--- config.mk ---
export PLATFORM = sky130hd
export DESIGN_NAME = argmax_stream
export DESIGN_NICKNAME = d
export VERILOG_FILES = /design/src/rtl/cnn_pkg.sv /design/src/rtl/argmax_lane_reduce.sv /design/src/rtl/argmax_stream.sv
export SDC_FILE = /design/constraint.sdc
export NUM_CORES = 1
export LEC_CHECK = 0
export CORE_MARGIN = 3
export CORE_UTILIZATION = 30
export DETAILED_ROUTE_END_ITERATION = 10
export SKIP_CTS_REPAIR_TIMING = 1
export SLEW_MARGIN = 20
export SYNTH_ARGS = -nofsm -noshare
export SYNTH_HDL_FRONTEND = slang
export SYNTH_HIERARCHICAL = 1
export SYNTH_SLANG_ARGS = --single-unit
--- constraint.sdc ---
create_clock -name clk -period 10.73 [get_ports clk]
set_clock_uncertainty 0.2 [all_clocks]
set_input_delay 1.6095 -clock clk [delete_from_list [all_inputs] [get_ports clk]]
set_output_delay 1.6095 -clock clk [all_outputs]
set_load 0.1 [all_outputs]
--- src/rtl/cnn_pkg.sv ---
// Shared types and helpers for the CNN output-stage blocks.
// Holds the arg-max FSM encoding, a clog2 helper and the score comparator.
package cnn_pkg;

  localparam int unsigned SCORE_MAX_W = 64;

  typedef enum logic [1:0] {
    IDLE = 2'd0,
    ACC  = 2'd1,
    DONE = 2'd2
  } state_t;

  function automatic int unsigned cnn_clog2(input int unsigned n);
    int unsigned r;
    r = 32'd0;
    for (int unsigned i = 32'd0; i < 32'd32; i++) begin
      if ((64'd1 << i) < 64'(n)) begin
        r = i + 32'd1;
      end else begin
        r = r;
      end
    end
    return r;
  endfunction

  // Scores arrive zero-extended; flipping bit w-1 maps two's complement onto
  // offset binary so a single unsigned compare serves both modes.
  function automatic logic score_gt(input logic [SCORE_MAX_W-1:0] a,
                                    input logic [SCORE_MAX_W-1:0] b,
                                    input int unsigned            w,
                                    input logic                   signed_cmp);
    logic [SCORE_MAX_W-1:0] msb_mask;
    msb_mask = signed_cmp ? (64'd1 << (w - 32'd1)) : 64'd0;
    return (a ^ msb_mask) > (b ^ msb_mask);
  endfunction

endpackage

--- src/rtl/argmax_lane_reduce.sv ---
// Combinational max tree over the lanes of one input beat.
// Returns the winning score and its lane; the lower lane wins a tie.
module argmax_lane_reduce
  import cnn_pkg::*;
#(
  parameter int unsigned DATA_W     = 16,
  parameter int unsigned LANES      = 2,
  parameter int unsigned SIGNED_CMP = 1,
  parameter int unsigned LIDX_W     = (LANES > 1) ? cnn_clog2(LANES) : 1
) (
  input  logic [LANES*DATA_W-1:0] lane_data,
  output logic [DATA_W-1:0]       win_score,
  output logic [LIDX_W-1:0]       win_lane
);

  localparam int unsigned PAD   = 32'd1 << cnn_clog2(LANES);
  localparam int unsigned NODES = 2 * PAD - 1;

  logic [DATA_W-1:0] node_score_s [NODES];
  logic [LIDX_W-1:0] node_lane_s  [NODES];
  logic              node_vld_s   [NODES];

  // Heap-ordered tree: leaves at PAD-1.., padding leaves never win.
  always_comb begin
    for (int n = 0; n < NODES; n++) begin
      node_score_s[n] = '0;
      node_lane_s[n]  = '0;
      node_vld_s[n]   = 1'b0;
    end
    for (int k = 0; k < LANES; k++) begin
      node_score_s[PAD-1+k] = lane_data[k*DATA_W +: DATA_W];
      node_lane_s[PAD-1+k]  = LIDX_W'(k);
      node_vld_s[PAD-1+k]   = 1'b1;
    end
    for (int n = int'(PAD) - 2; n >= 0; n--) begin
      if (node_vld_s[2*n+2] &&
          (!node_vld_s[2*n+1] ||
           score_gt(SCORE_MAX_W'(node_score_s[2*n+2]), SCORE_MAX_W'(node_score_s[2*n+1]),
                    DATA_W, SIGNED_CMP != 32'd0))) begin
        node_score_s[n] = node_score_s[2*n+2];
        node_lane_s[n]  = node_lane_s[2*n+2];
      end else begin
        node_score_s[n] = node_score_s[2*n+1];
        node_lane_s[n]  = node_lane_s[2*n+1];
      end
      node_vld_s[n] = node_vld_s[2*n+1] | node_vld_s[2*n+2];
    end
    win_score = node_score_s[0];
    win_lane  = node_lane_s[0];
  end

endmodule

--- src/rtl/argmax_stream.sv ---
// Streaming arg-max classifier: accepts a score vector LANES scores per beat
// and returns the index and value of the largest score over valid/ready.
module argmax_stream
  import cnn_pkg::*;
#(
  parameter int unsigned DATA_W     = 16,
  parameter int unsigned NUM_CLASS  = 10,
  parameter int unsigned LANES      = 2,
  parameter int unsigned SIGNED_CMP = 1,
  parameter int unsigned IDX_W      = cnn_clog2(NUM_CLASS)
) (
  input  logic                    clk,
  input  logic                    rst_n,
  input  logic                    i_valid,
  output logic                    o_ready,
  input  logic [LANES*DATA_W-1:0] i_data,
  output logic                    o_valid,
  input  logic                    i_ready,
  output logic [IDX_W-1:0]        o_class,
  output logic [DATA_W-1:0]       o_max,
  output logic                    o_busy
);

  localparam int unsigned BEATS  = NUM_CLASS / LANES;
  localparam int unsigned BCNT_W = (BEATS > 1) ? cnn_clog2(BEATS) : 1;
  localparam int unsigned LIDX_W = (LANES > 1) ? cnn_clog2(LANES) : 1;

  state_t              state_r, state_nxt_s;
  logic [BCNT_W-1:0]   beat_cnt_r, beat_cnt_nxt_s;
  logic [DATA_W-1:0]   run_max_r, run_max_nxt_s;
  logic [IDX_W-1:0]    run_idx_r, run_idx_nxt_s;
  logic                o_valid_r, o_busy_r, o_ready_r;

  logic [DATA_W-1:0]   lane_score_s;
  logic [LIDX_W-1:0]   lane_idx_s;
  logic [IDX_W-1:0]    cand_idx_s;
  logic                cand_gt_s;
  logic                in_xfer_s, out_xfer_s, last_beat_s;

  argmax_lane_reduce #(
    .DATA_W     (DATA_W),
    .LANES      (LANES),
    .SIGNED_CMP (SIGNED_CMP),
    .LIDX_W     (LIDX_W)
  ) u_lane_reduce (
    .lane_data (i_data),
    .win_score (lane_score_s),
    .win_lane  (lane_idx_s)
  );

  assign in_xfer_s   = i_valid && o_ready_r;
  assign out_xfer_s  = o_valid_r && i_ready;
  assign last_beat_s = (beat_cnt_r == BCNT_W'(BEATS - 1));
  assign cand_idx_s  = IDX_W'(32'(beat_cnt_r) * LANES + 32'(lane_idx_s));
  assign cand_gt_s   = score_gt(SCORE_MAX_W'(lane_score_s), SCORE_MAX_W'(run_max_r),
                                DATA_W, SIGNED_CMP != 32'd0);

  // Next-state and running max; strict compare lets earlier beats keep ties.
  always_comb begin
    state_nxt_s    = state_r;
    beat_cnt_nxt_s = beat_cnt_r;
    run_max_nxt_s  = run_max_r;
    run_idx_nxt_s  = run_idx_r;
    case (state_r)
      IDLE: begin
        if (in_xfer_s) begin
          run_max_nxt_s = lane_score_s;
          run_idx_nxt_s = cand_idx_s;
          if (BEATS == 1) begin
            state_nxt_s    = DONE;
            beat_cnt_nxt_s = '0;
          end else begin
            state_nxt_s    = ACC;
            beat_cnt_nxt_s = BCNT_W'(1);
          end
        end else begin
          state_nxt_s = IDLE;
        end
      end
      ACC: begin
        if (in_xfer_s) begin
          if (cand_gt_s) begin
            run_max_nxt_s = lane_score_s;
            run_idx_nxt_s = cand_idx_s;
          end else begin
            run_max_nxt_s = run_max_r;
          end
          if (last_beat_s) begin
            state_nxt_s    = DONE;
            beat_cnt_nxt_s = '0;
          end else begin
            beat_cnt_nxt_s = beat_cnt_r + BCNT_W'(1);
          end
        end else begin
          state_nxt_s = ACC;
        end
      end
      DONE: begin
        if (out_xfer_s) begin
          state_nxt_s = IDLE;
        end else begin
          state_nxt_s = DONE;
        end
      end
      default: begin
        state_nxt_s    = IDLE;
        beat_cnt_nxt_s = '0;
      end
    endcase
  end

  // State, running registers and handshake flags, decoded from next state.
  always_ff @(posedge clk) begin
    if (!rst_n) begin
      state_r    <= IDLE;
      beat_cnt_r <= '0;
      run_max_r  <= '0;
      run_idx_r  <= '0;
      o_valid_r  <= 1'b0;
      o_busy_r   <= 1'b0;
      o_ready_r  <= 1'b1;
    end else begin
      state_r    <= state_nxt_s;
      beat_cnt_r <= beat_cnt_nxt_s;
      run_max_r  <= run_max_nxt_s;
      run_idx_r  <= run_idx_nxt_s;
      o_valid_r  <= (state_nxt_s == DONE);
      o_busy_r   <= (state_nxt_s == ACC);
      o_ready_r  <= (state_nxt_s != DONE);
    end
  end

  assign o_valid = o_valid_r;
  assign o_busy  = o_busy_r;
  assign o_ready = o_ready_r;
  assign o_class = run_idx_r;
  assign o_max   = run_max_r;

endmodule

### Word level (Yosys, flattened, before mapping)

Cells that the tools add are included.

| storage, ports and cells | value |
|---|---|
| flip-flop bits (word level) | 28 |
| logic and storage cells | 50 |
| output and inout port bits | 23 |

| cells by class | value |
|---|---|
| order comparisons | 2 |
| equality and inequality tests | 9 |
| reduce and logical (&&, ||, !) cells | 6 |
| bitwise gates (word level) | 5 |
| multiplexer cells | 19 |
| add/sub/neg operators | 2 |

Operator list:

| operator | number |
|---|---|
| 2-to-1 mux 16 bit | 4 |
| > comparator 16 bit | 2 |
| one-hot mux 16 bit (2 select lines) | 1 |
| 2-to-1 mux 4 bit | 3 |
| 2-to-1 mux 3 bit | 3 |
| one-hot mux 3 bit (3 select lines) | 1 |
| inequality test 2 bit (second input constant) | 4 |
| one-hot mux 4 bit (2 select lines) | 1 |
| 2-to-1 mux 2 bit | 3 |
| one-hot mux 2 bit (3 select lines) | 1 |
| inverter 1 bit | 5 |
| adder 4 x 1 -> 4 bit | 1 |
| == test 2 x 1 -> 1 bit (second input constant) | 2 |
| == test 2 bit (second input constant) | 2 |
| AND reduction 4 bit | 1 |
| adder 3 x 1 -> 3 bit (second input constant) | 1 |
| == test 3 bit (second input constant) | 1 |
| AND reduction 3 bit | 1 |
| logical AND 1 bit | 2 |
| zero test 2 bit | 1 |
| 2-to-1 mux 1 bit | 2 |
| nonzero test 2 bit | 1 |

### Logic depth before layout (Yosys ltp)

| logic depth | value |
|---|---|
| word-level depth | 8 |
| mapped depth | 17 |
| depth with buffers taken out | 14 |

### By module

Netlist, hierarchy kept.

By module, submodules not included:

| module | area an instance (µm²) | cells each | times used |
|---|---|---|---|
| argmax_stream | 2,243.4 | 282 | 1 |
| argmax_lane_reduce | 997.2 | 136 | 1 |

### Least setup slack after synthesis

Ideal clock, no wire load.

| timing path | value |
|---|---|
| kind | input -> register |
| from | in i_data[31] |
| to | reg run_max_r[10], in the netlist o_max[10] |
| arrival time | 4.988 ns |
| setup slack | 5.412 ns |
| cell stages on the path | 16 |
| buffers on the path | 3 |
| required time | 10.400 ns |
| library setup time | 0.130 ns |
| path through | inv_1 ha_1 nand4_2 nor4_4 nand2_4 a22o_4 buf_6 a211o_1 ha_1 nand4_2 o221ai_1 or3_1 buf_2 buf_6 o31ai_2 o211ai_2 |

RTL lines:

| what | RTL line | text |
|---|---|---|
| start: declaration | argmax_stream.sv:16 | `input logic [LANES*DATA_W-1:0] i_data,` |
| inverter 1 bit (no source line) | - |  |
| > comparator 16 bit | cnn_pkg.sv:34 | `return (a ^ msb_mask) > (b ^ msb_mask);` |
| 2-to-1 mux 16 bit | argmax_lane_reduce.sv:36 | `if (node_vld_s[2*n+2] &&` |
| net lane_score_s[14] | argmax_stream.sv:34 | `logic [DATA_W-1:0] lane_score_s;` |
| > comparator 16 bit | cnn_pkg.sv:34 |  |
| inequality test 2 bit (no source line) | - |  |
| AND reduction 4 bit (no source line) | - |  |
| end signal: assignment | argmax_stream.sv:125 | `run_max_r <= run_max_nxt_s;` |
| end: declaration | argmax_stream.sv:30 | `logic [DATA_W-1:0] run_max_r, run_max_nxt_s;` |

The timed path passes the listed nets, and every way through them passes these cells. The select of a mux whose other input is x is not followed.
A chain may end at the register's enable or synchronous reset.

### Final worst setup path

| timing path | value |
|---|---|
| from | in i_data[31] |
| to | reg run_idx_r[2], in the netlist o_class[2] |

| on the way | value |
|---|---|
| longest elaborated chain between the ends | 7 |

Ends and longest elaborated chain:

| what | RTL line | text |
|---|---|---|
| inverter 1 bit (no source line) | - |  |
| > comparator 16 bit | cnn_pkg.sv:34 |  |
| 2-to-1 mux 16 bit (*) | argmax_lane_reduce.sv:36 |  |
| net lane_score_s[15] | argmax_stream.sv:34 |  |
| inverter 1 bit (no source line) (*) | - |  |
| > comparator 16 bit (*) | cnn_pkg.sv:34 |  |
| inequality test 2 bit (no source line) (*) | - |  |
| AND reduction 4 bit (no source line) (*) | - |  |
| end signal: assignment | argmax_stream.sv:126 | `run_idx_r <= run_idx_nxt_s;` |
| end: declaration | argmax_stream.sv:31 | `logic [IDX_W-1:0] run_idx_r, run_idx_nxt_s;` |

Mark *: on every way through the listed nets, which the timed path passes. The rest lies on a longest branch. The select of a mux whose other input is x is not followed.

==> flow_metrics.tcl <==
set metrics [dict create \
    outcome "complete, no violations" \
    power.density_nw_per_um2 111 \
    end_kind "register" \
    async_flop_share 0 \
    final_cell_mix "58 x clkdlybuf4s50_1, 48 x nand2_1, 43 x nand3_1" \
    drive_above_1_share 0.105 \
    die_h_um 110 \
    min-delay-start "o_max[7]" \
    synth-edff-count 0 \
    syn2layout_area_growth_pct 21.4 \
    worst-path-buf-inv 4 \
    clock_latency_ns 0.28 \
    ys_types 45 \
    std_cell_rows 37 \
    holdPathEnd "o_max[7]" \
    dr_total_vias 3310 \
    cap_violations 0 \
    synthMuxAreaShare 0 \
    final_core_util 0.378 \
    yosys-top-cells-area "dfxtp_1 17%, ha_1 13%, nand3_1 6.6%" \
    final_common_cell "clkdlybuf4s50_1" \
    r2r_slack_ns 7.80 \
    grt_pass1_vias 3178 \
    crit_required_ns 10.69 \
    clk_pin_slew_ns 0.10 \
    ys.flop_type "dfxtp_1" \
    hold_path_depth 2 \
    diodes 0 \
    numPortBuffers 58 \
    dp_hpwl_um 6870 \
    rr_endpoint "o_class[2]" \
    critPathKind "in2reg" \
    synth_simple_gate_area_frac 0.277 \
    crit_fanout 21 \
    max_stage_delay_ns 0.87 \
    initial_core_util 0.311 \
    pwr-share-seq 0.279 \
    grt_pass1_wl_um 15500 \
    yosysSeqAreaShare 0.173 \
    clockPowerShare 0.194 \
    avgSynthCellArea_um2 7.75 \
    yosysWarnings 6 \
    yosys.area_share.xor_xnor 0 \
    critPathTopFamily "simple AND/OR/NAND/NOR gates" \
    antenna_found_initial 0 \
    p_leak_nw 1.55 \
    dr.pass1.iters 5 \
    synth_top_area_frac 0.173 \
    setup_viol 0 \
    synth_nets 488 \
    grt_max_degree 49 \
    intPower_mw 0.238 \
    path_cells "clkdlybuf4s50_1 -> inv_1 -> ha_1 -> nand4_2 -> nor4_4 -> a21boi_4 -> a22o_4 -> a211o_1 -> inv_1 -> ha_1 -> nand4_2 -> o221ai_1 -> buf_4 -> or3_1 -> nor3_4 -> o221ai_1" \
    peakVddDrop_mv 0.0702 \
    tightest_slew_ns 1.03 \
    grt_overflow_total 0 \
    power_mw 0.437 \
    dr.first_iter.drc_count 270 \
    hold_class "reg2reg" \
    nets 519 \
    fmax_ghz 0.148 \
    synth_top_family_by_area "compound AO/OA/AOI/OAI gates" \
    gp_congestion 0.874 \
    worstPathArrival_ns 6.73 \
    p_sw_frac 0.456 \
    grt_use_total 0.155 \
    synth_seq_cells 28 \
    drv_slew 0 \
    drc 0 \
    wirelength_um 9250 \
    layout_min_cycle_time_ns 6.77 \
    h-tree-depth 1 \
    synth_compound_gate_area_share 0.320 \
    rsz0062_at_grt "false" \
    clock_sinks 28 \
    synth_cells 418 \
    fin_tns_setup_ns 0 \
    syn_area_um2 3240 \
    cts_root_buf "clkbuf_8" \
    min_period_over_period 0.631 \
    fp.coreArea_um2 10400 \
    hold_violations 0 \
    max_slew_margin 0.311 \
    ios 59 \
    routedWlPerCell_um 15.8 \
    combinationalPowerShare 0.528 \
    fillers 1090 \
    p_switching_mw 0.199 \
    synth_area_leader_cell "dfxtp_1" \
    reg2reg_from "o_max[14]" \
    die_x_um 110 \
    cts_tree "built" \
    crit_slowest_cell "nor4_4" \
    clk_path_buf_depth 2 \
    post_synth_fa_ha_maj_area_fraction 0.131 \
    ant_nets 0 \
    routed_via_density 5.67 \
    cp-start-kind "input port" \
    die_area_um2 12100 \
    ff2ff_path_depth 8 \
    cts_buffers 3 \
]
[tightest hold or removal path, stage by stage (launching register included)]
cell	delay [ns]
dfxtp_1	0.33
nand2_1	0.09
o211ai_1	0.08
[registers in the layout, summed over array words and instances (netlist names)]
register and count:
beat_cnt_r 3, o_busy 1, o_class 4, o_max 16, o_ready 1, o_valid 1, state_r 2
[Yosys cell counts (2+ instances only)]
cell type	number
nand2_1	48
nand3_1	43
inv_1	36
ha_1	34
dfxtp_1	28
clkbuf_1	24
nor4_1	20
a211o_1	17
a21oi_1	17
a211oi_1	16
and3_1	16
o41ai_1	14
o211ai_2	10
o31ai_2	10
buf_2	8
o21ai_0	7
nor2_1	6
nor2b_1	6
o211ai_1	6
o31ai_1	6
nand4_1	5
o221ai_2	5
buf_6	3
nand2b_1	3
nor3b_1	3
and2_1	2
and4_1	2
buf_4	2
nand4_2	2
nor4_4	2
o21ai_1	2
o221ai_1	2
[power groups by stage]
stage | sequential (mW) | combinational, mW | clock, mW
after floorplan | 0.182 | 0.112 | 0
after global placement | 0.124 | 0.226 | 0
after detailed placement | 0.124 | 0.229 | 0
after CTS | 0.122 | 0.231 | 0.0864
after global routing | 0.123 | 0.252 | 0.0920
final | 0.122 | 0.231 | 0.0846
[cell families after synthesis]
| group | after synthesis |
|---|---|
| AOI/OAI and AO/OA | 119 |
| adders and majority gates | 34 |
| buffers and inverters | 74 |
| DFF | 28 |
| and+or+nand+nor | 163 |
[how the worst max path moves through the flow]
stage,startpoint,depth (start not counted),endpoint,slack (ns)
final,i_data[31],16,o_class[2],3.96
after global routing,i_data[31],16,o_class[2],3.62
after CTS,i_data[31],16,o_class[2],3.93
after detailed placement,i_data[31],16,o_class[2],3.66
after global placement,i_data[31],16,o_class[2],3.75
after floorplan,i_data[31],16,o_max[10],5.41
[per-stage QoR]
stage          worst slack, ns  hold slack (ns)  cell area (um2)  std cells
6_report                  3.96            0.342             3930        584
5_1_grt                   3.62            0.374             3930        584
4_1_cts                   3.93            0.346             3930        584
3_5_place_dp              3.66            0.329             3860        580
3_3_place_gp              3.75            0.321             3860        580
2_1_floorplan             5.41            0.321             3240        418
[layout make-up]
| type | instances | area [um2] | area share |
|---|---|---|---|
| clock buffers | 3 | 41.3 | 0.0105 |
| multi-input cells | 316 | 2370 | 0.603 |
| clock inverters | 1 | 30.0 | 0.00763 |
| repair buffers | 64 | 626 | 0.159 |
| inverters | 36 | 135 | 0.0344 |
| flip-flops and latches | 28 | 561 | 0.142 |
| well taps | 136 | 170 | 0.0433 |
[per-layer routing]
metal,part of all wire,track usage,vias up
met5,0,0,-
met4,0.0041,0.0214,0
met3,0.064,0.0206,4
met2,0.44,0.242,95
met1,0.49,0.230,1563
li1,-,-,1648
No activity file was read; power rests on OpenSTA's default activity.
